===== config.mk =====
export PLATFORM = sky130hd
export DESIGN_NAME = add_arbiter_flat
export DESIGN_NICKNAME = d
export VERILOG_FILES = /design/src/rtl/add_arbiter_pkg.sv /design/src/rtl/add_arbiter_if.sv /design/src/rtl/add_core.sv /design/src/rtl/add_arbiter.sv /design/src/flat_wrapper.sv
export SDC_FILE = /design/constraint.sdc
export NUM_CORES = 1
export LEC_CHECK = 0
export CAP_MARGIN = 15
export CORE_UTILIZATION = 46
export CTS_CLUSTER_SIZE = 20
export DETAILED_ROUTE_END_ITERATION = 8
export PLACE_DENSITY = 0.89
export SYNTH_ARGS = -nofsm -noshare
export SYNTH_HDL_FRONTEND = slang
export SYNTH_SLANG_ARGS = --single-unit

===== constraint.sdc =====
create_clock -name clk -period 6.05 [get_ports clk]
set_input_delay 0.9075 -clock clk [delete_from_list [all_inputs] [get_ports clk]]
set_output_delay 0.9075 -clock clk [all_outputs]
set_load 0.02 [all_outputs]

===== src/rtl/add_arbiter_pkg.sv =====
// Shared types and defaults for the round-robin adder arbiter.
// Optional statistics counter is enabled with ADD_ARBITER_STATS_EN.
package add_arbiter_pkg;

    localparam int DEFAULT_NREQ = 4;
    localparam int DEFAULT_W    = 8;

    typedef enum logic [1:0] {
        IDLE = 2'd0,
        CALC = 2'd1,
        RESP = 2'd2
    } state_t;

    // Requester index width; never narrower than one bit.
    function automatic int id_width(input int n);
        return (n > 1) ? $clog2(n) : 1;
    endfunction

endpackage


===== src/rtl/add_arbiter_if.sv =====
// Request/response bundle between requesters (master) and the arbiter (slave).
// Requester i owns bits [i*W +: W] of req_a and req_b.
interface add_arbiter_if #(
    parameter int NREQ = add_arbiter_pkg::DEFAULT_NREQ,
    parameter int W    = add_arbiter_pkg::DEFAULT_W
);
    import add_arbiter_pkg::*;

    localparam int ID_W = id_width(NREQ);

    logic [NREQ-1:0]   req_valid;
    logic [NREQ-1:0]   req_ready;
    logic [NREQ*W-1:0] req_a;
    logic [NREQ*W-1:0] req_b;
    logic              rsp_valid;
    logic              rsp_ready;
    logic [ID_W-1:0]   rsp_id;
    logic [W:0]        rsp_sum;

    modport master (
        output req_valid, req_a, req_b, rsp_ready,
        input  req_ready, rsp_valid, rsp_id, rsp_sum
    );

    modport slave (
        input  req_valid, req_a, req_b, rsp_ready,
        output req_ready, rsp_valid, rsp_id, rsp_sum
    );

endinterface


===== src/rtl/add_core.sv =====
// Shared registered adder: W-bit operands, W+1-bit result one cycle after en.
module add_core
    import add_arbiter_pkg::*;
#(
    parameter int W = DEFAULT_W
) (
    input  logic         clk,
    input  logic         rst_n,
    input  logic         en,
    input  logic [W-1:0] a,
    input  logic [W-1:0] b,
    output logic [W:0]   sum
);

    logic [W:0] sum_reg;

    always_ff @(posedge clk or negedge rst_n) begin
        if (!rst_n) begin
            sum_reg <= '0;
        end else if (en) begin
            sum_reg <= {1'b0, a} + {1'b0, b};
        end
    end

    assign sum = sum_reg;

endmodule


===== src/rtl/add_arbiter.sv =====
// Round-robin arbiter feeding one shared adder: IDLE grants, CALC adds, RESP holds result.
// Define ADD_ARBITER_STATS_EN to add the 16-bit op_count output.
module add_arbiter
    import add_arbiter_pkg::*;
#(
    parameter int NREQ = DEFAULT_NREQ,
    parameter int W    = DEFAULT_W
) (
    input  logic              clk,
    input  logic              rst_n,
    add_arbiter_if.slave      bus,
    output logic              busy
`ifdef ADD_ARBITER_STATS_EN
    ,
    output logic [15:0]       op_count
`endif
);

    localparam int ID_W = id_width(NREQ);

    state_t          state_reg, state_next;
    logic [ID_W-1:0] ptr_reg, ptr_next;
    logic [ID_W-1:0] id_reg;
    logic [W-1:0]    a_reg, b_reg;
    logic [ID_W-1:0] winner;
    logic            any_valid;
    logic            grant_en;
    logic            calc_en;
    logic            rsp_fire;
    logic [NREQ-1:0] grant;
    logic [W:0]      core_sum;

    logic [ID_W-1:0] cand_idx [NREQ];
    logic [NREQ-1:0] cand_valid;

    // Candidate gi is the requester gi places after the pointer, wrapping at NREQ.
    for (genvar gi = 0; gi < NREQ; gi++) begin : g_rot
        logic [ID_W:0] raw_idx;
        assign raw_idx        = {1'b0, ptr_reg} + (ID_W+1)'(gi);
        assign cand_idx[gi]   = (raw_idx >= (ID_W+1)'(NREQ))
                              ? ID_W'(raw_idx - (ID_W+1)'(NREQ))
                              : raw_idx[ID_W-1:0];
        assign cand_valid[gi] = bus.req_valid[cand_idx[gi]];
    end

    always_comb begin
        winner    = '0;
        any_valid = 1'b0;
        for (int k = NREQ - 1; k >= 0; k--) begin
            if (cand_valid[k]) begin
                winner    = cand_idx[k];
                any_valid = 1'b1;
            end
        end
    end

    always_comb begin
        state_next = state_reg;
        ptr_next   = ptr_reg;
        grant_en   = 1'b0;
        calc_en    = 1'b0;
        unique case (state_reg)
            IDLE: begin
                if (any_valid) begin
                    grant_en   = 1'b1;
                    ptr_next   = (winner == ID_W'(NREQ - 1)) ? '0 : winner + ID_W'(1);
                    state_next = CALC;
                end
            end
            CALC: begin
                calc_en    = 1'b1;
                state_next = RESP;
            end
            RESP: begin
                if (bus.rsp_ready) begin
                    state_next = IDLE;
                end
            end
            default: state_next = IDLE;
        endcase
    end

    always_ff @(posedge clk or negedge rst_n) begin
        if (!rst_n) begin
            state_reg <= IDLE;
            ptr_reg   <= '0;
            id_reg    <= '0;
            a_reg     <= '0;
            b_reg     <= '0;
        end else begin
            state_reg <= state_next;
            ptr_reg   <= ptr_next;
            if (grant_en) begin
                id_reg <= winner;
                a_reg  <= bus.req_a[winner*W +: W];
                b_reg  <= bus.req_b[winner*W +: W];
            end
        end
    end

    add_core #(.W(W)) u_core (
        .clk   (clk),
        .rst_n (rst_n),
        .en    (calc_en),
        .a     (a_reg),
        .b     (b_reg),
        .sum   (core_sum)
    );

    for (genvar gi = 0; gi < NREQ; gi++) begin : g_grant
        assign grant[gi] = grant_en && (winner == ID_W'(gi));
    end

    // Gate with rst_n so no accept is offered while reset is held.
    assign bus.req_ready = rst_n ? grant : '0;
    assign bus.rsp_valid = (state_reg == RESP);
    assign bus.rsp_id    = id_reg;
    assign bus.rsp_sum   = core_sum;
    assign busy          = (state_reg != IDLE);
    assign rsp_fire      = bus.rsp_valid && bus.rsp_ready;

`ifdef ADD_ARBITER_STATS_EN
    logic [15:0] op_count_reg;

    always_ff @(posedge clk or negedge rst_n) begin
        if (!rst_n) begin
            op_count_reg <= '0;
        end else if (rsp_fire) begin
            op_count_reg <= op_count_reg + 16'd1;
        end
    end

    assign op_count = op_count_reg;
`else
    logic unused_fire;
    assign unused_fire = rsp_fire;
`endif

endmodule


===== src/flat_wrapper.sv =====
// flat-port wrapper written by rule: the top's interface ports become plain ports
module add_arbiter_flat import add_arbiter_pkg::*;
#(
    parameter int NREQ = DEFAULT_NREQ,
    parameter int W    = DEFAULT_W
)
  (clk, rst_n, busy, bus_req_valid, bus_req_a, bus_req_b, bus_rsp_ready, bus_req_ready, bus_rsp_valid, bus_rsp_id, bus_rsp_sum);
  add_arbiter_if #(.NREQ(NREQ), .W(W)) bus_i ();
  input  logic clk;
  input  logic rst_n;
  output logic busy;
  input wire logic [$bits(bus_i.req_valid)-1:0] bus_req_valid;
  input wire logic [$bits(bus_i.req_a)-1:0] bus_req_a;
  input wire logic [$bits(bus_i.req_b)-1:0] bus_req_b;
  input wire logic [$bits(bus_i.rsp_ready)-1:0] bus_rsp_ready;
  output wire logic [$bits(bus_i.req_ready)-1:0] bus_req_ready;
  output wire logic [$bits(bus_i.rsp_valid)-1:0] bus_rsp_valid;
  output wire logic [$bits(bus_i.rsp_id)-1:0] bus_rsp_id;
  output wire logic [$bits(bus_i.rsp_sum)-1:0] bus_rsp_sum;
  assign bus_i.req_valid = bus_req_valid;
  assign bus_i.req_a = bus_req_a;
  assign bus_i.req_b = bus_req_b;
  assign bus_i.rsp_ready = bus_rsp_ready;
  assign bus_req_ready = bus_i.req_ready;
  assign bus_rsp_valid = bus_i.rsp_valid;
  assign bus_rsp_id = bus_i.rsp_id;
  assign bus_rsp_sum = bus_i.rsp_sum;
  add_arbiter #(.NREQ(NREQ), .W(W)) u_core (.clk(clk), .rst_n(rst_n), .bus(bus_i), .busy(busy));
endmodule

==> impl_metrics.py <==
metrics = {
    "run_status": {
        "outcome": "finished clean",
    },
    "global_routing": {
        "first_global_vias": 1836,
        "grt.total_usage_pct": 22.3,
        "met2_usage_pct": 36.8,
        "use_met1_pct": 28.0,
        "grt_max_degree": 41,
        "grt_most_used_layer": "met2",
        "antenna_found_initial": 0,
        "grt_util_met3_pct": 4.80,
        "grt_pass1_wl_um": 8440,
        "overflow": 0,
    },
    "pwr": {
        "seq_power_share_pct": 26.5,
        "internal-power_w": 0.000884,
        "p_comb_share_pct": 59.0,
        "vdd_drop_max_mv": 0.224,
        "p_per_area_mw_per_mm2": 478,
        "clkPwrFrac_pct": 14.5,
        "switchingPower_w": 0.000591,
        "p_leak_nw": 1.40,
        "p_sw_share_pct": 40.0,
    },
    "cts": {
        "clock_sinks": 31,
        "clock_latency_ns": 0.29,
        "clock_path_buffers": 2,
        "cts_tree": "done",
        "clk_pin_slew_worst_paths_ns": 0.06,
        "post_cts_buffers": 0,
        "ctsResizeCount": 0,
        "postCtsHoldBufs": 0,
        "root_buffer": "clkbuf_8",
        "htree_levels": 2,
        "numCtsBuffers": 5,
    },
    "sta": {
        "rsz0062_at_grt": "no",
        "fmax_ghz": 0.238,
        "finalCriticalPeriod_ns": 4.19,
        "slew_violations": 0,
        "clock_skew_ns": 0.00990,
        "relSlewSlack_pct": 24.5,
        "hold_violations": 0,
        "layout_setup_ws_ns": 1.86,
        "setup_violations": 0,
        "finalCritPeriodShare_pct": 69.3,
        "setup_tns_ns": 0,
        "worst_pin_slew_ns": 1.13,
    },
    "final_layout": {
        "design_area_mm2": 0.00309,
        "fin_util_pct": 70.9,
        "largest_reg_flops": 9,
        "finalNetCount": 364,
        "finalNonFillerCells": 336,
        "layout-drive-gt1-share_pct": 11.3,
        "syn_to_final_growth_pct": 48.6,
        "antennaDiodeCount": 0,
    },
    "placement": {
        "dp.cells": 328,
        "dp_hpwl_um": 3890,
        "place.gp.congestion": 0.790,
        "portBuffers": 87,
        "placed_area_mm2": 0.00297,
        "post-place-ws_ns": 1.85,
    },
    "route": {
        "vias": 1869,
        "ant_nets": 0,
        "via_per_inst": 5.56,
        "drtPass1Iterations": 4,
        "avgRoutedWirePerCell_um": 15.0,
        "wirelength_um": 5040,
        "drt-initial-drc-count": 65,
        "drc": 0,
    },
    "flow_run": {
        "max_cap_viol_count": 0,
    },
    "critical_path": {
        "crit_top_cell": "clkdlybuf4s50_1",
        "r2r_start": "u_core.ptr_reg[1]$_DFFE_PN0N_",
        "crit_path_cell_trace": "clkdlybuf4s50_1, mux2_4, o221ai_4, buf_4, nor3_1, clkdlybuf4s50_1",
        "cp_slowest_cell": "clkdlybuf4s50_1",
        "cp_max_fo": 22,
        "reg2reg_depth": 5,
        "critPathLaunchType": "input pin",
        "end_kind": "output pin",
        "setup.worst_path.end": "bus_req_ready[1]",
        "startpoint": "bus_req_valid[1]",
        "rr_endpoint": "u_core.a_reg[2]$_DFFE_PN0N_",
        "cp.arrival_ns": 3.29,
        "critical_path_required_ns": 5.14,
        "reg2reg_slack_ns": 3.50,
        "max_stage_delay_ns": 0.55,
        "critical_path_class": "in2out",
    },
    "yosys": {
        "syn-instance-count": 198,
        "ys_top_cells_by_area": "dfrtp_1 (37%), a221o_1 (7.7%), mux2i_1 (7.7%)",
        "synth_adder_area_share_pct": 6.38,
        "synth-seq-cells": 31,
        "syn_nets": 279,
        "synth.most_common_cell": "dfrtp_1",
        "synth-compound-area-share_pct": 18.0,
        "yosys.area.top_type": "dfrtp_1",
        "synthFlopType": "dfrtp_1",
        "synth_seq_area_share_pct": 37.3,
        "synth_top_family_by_area": "multiplexers",
        "yosysWarnings": 0,
        "synth_simple_gate_area_share_pct": 11.8,
        "ys_async_sr_fraction_pct": 100,
        "synth_common_cells": "dfrtp_1 (31), nor3_1 (19), a221o_1 (16), mux2i_1 (16), nand2_1 (12)",
        "synthMuxAreaShare_pct": 19.8,
        "synthXorXnorAreaFrac_pct": 1.69,
        "synth-edff-count": 0,
        "ys_types": 41,
        "yosysTopAreaCellShare_pct": 37.3,
        "avgSynthCellArea_um2": 10.5,
        "synth_area_mm2": 0.00208,
    },
    "die": {
        "ios": 88,
        "core_mm2": 0.00435,
        "rows": 24,
        "start_util_pct": 47.7,
        "die_w_um": 69.2,
        "die_y_um": 69.2,
        "dieArea_mm2": 0.00479,
    },
    "hold_path": {
        "min_path_cells": 2,
        "hp-class": "reg2reg",
    },
}
==> critical path: cells and delay by family <==
family | cells | cell delay [ns]
AOI/OAI and AO/OA | 1 | 0.50
buffers and inverters | 3 | 1.46
and+or+nand+nor | 1 | 0.10
muxes | 1 | 0.31
==> per-layer routing <==
metal  routed length [um]  vias to the layer above
met5                    0                        -
li1                     -                      917
met1                 2140                      865
met2                 2520                       76
met4                  114                        0
met3                  259                       11
==> placed cells by master, fill, tap and decap left out, types with 8 or more instances in the layout <==
cell type / n
clkdlybuf4s50_1: 87
dfrtp_1: 31
nor3_1: 19
mux2i_1: 16
a221o_1: 16
nand2_1: 12
mux2_4: 10
ha_1: 9
inv_1: 8
mux2_2: 8
==> area by class of cell <==
cell class,instances,area [um^2]
multi-input combinational,145,1200
fill,333,1270
clock inverter,2,35.0
sequential,31,776
clock buffer,6,82.6
inverter,10,37.5
timing repair buffer,90,893
tap,52,65.1
==> metrics by stage <==
stage | total power (W) | hold WS, ns
5_1_grt | 0.00159 | 0.521
3_5_place_dp | 0.00126 | 0.468
4_1_cts | 0.00148 | 0.482
2_1_floorplan | 0.00101 | 0.485
6_report | 0.00147 | 0.475
3_3_place_gp | 0.00123 | 0.460
==> how the worst min path moves through the flow <==
| stage | slack, ns | to | from |
|---|---|---|---|
| floorplan | 0.48 | u_core.a_reg[0]$_DFFE_PN0N_ | u_core.a_reg[0]$_DFFE_PN0N_ |
| global placement | 0.46 | u_core.u_core.sum[7]$_DFFE_PN0N_ | u_core.u_core.sum[7]$_DFFE_PN0N_ |
| detailed placement | 0.47 | u_core.u_core.sum[6]$_DFFE_PN0N_ | u_core.u_core.sum[6]$_DFFE_PN0N_ |
| CTS | 0.48 | u_core.u_core.sum[6]$_DFFE_PN0N_ | u_core.u_core.sum[6]$_DFFE_PN0N_ |
| global route | 0.52 | u_core.bus.rsp_id[1]$_DFFE_PN0N_ | u_core.bus.rsp_id[1]$_DFFE_PN0N_ |
| finish | 0.48 | u_core.u_core.sum[3]$_DFFE_PN0N_ | u_core.u_core.sum[3]$_DFFE_PN0N_ |
==> cells by family after synthesis <==
| logic type | Yosys count |
|---|---|
| and+or+nand+nor | 50 |
| xor gates and xnor gates | 4 |
| DFF | 31 |
| muxes | 35 |
| AOI/OAI and AO/OA | 46 |
| buffers and inverters | 22 |
| adders and majority gates | 10 |
==> power groups by stage <==
stage | combinational [W] | sequential, W | clock, W
after floorplan | 0.000595 | 0.000415 | 0
after global placement | 0.000838 | 0.000387 | 0
after detailed placement | 0.000862 | 0.000393 | 0
after CTS | 0.000872 | 0.000390 | 0.000215
after global routing | 0.000953 | 0.000405 | 0.000228
final | 0.000871 | 0.000391 | 0.000213
Note: power is estimated with default switching activity, not from simulation.
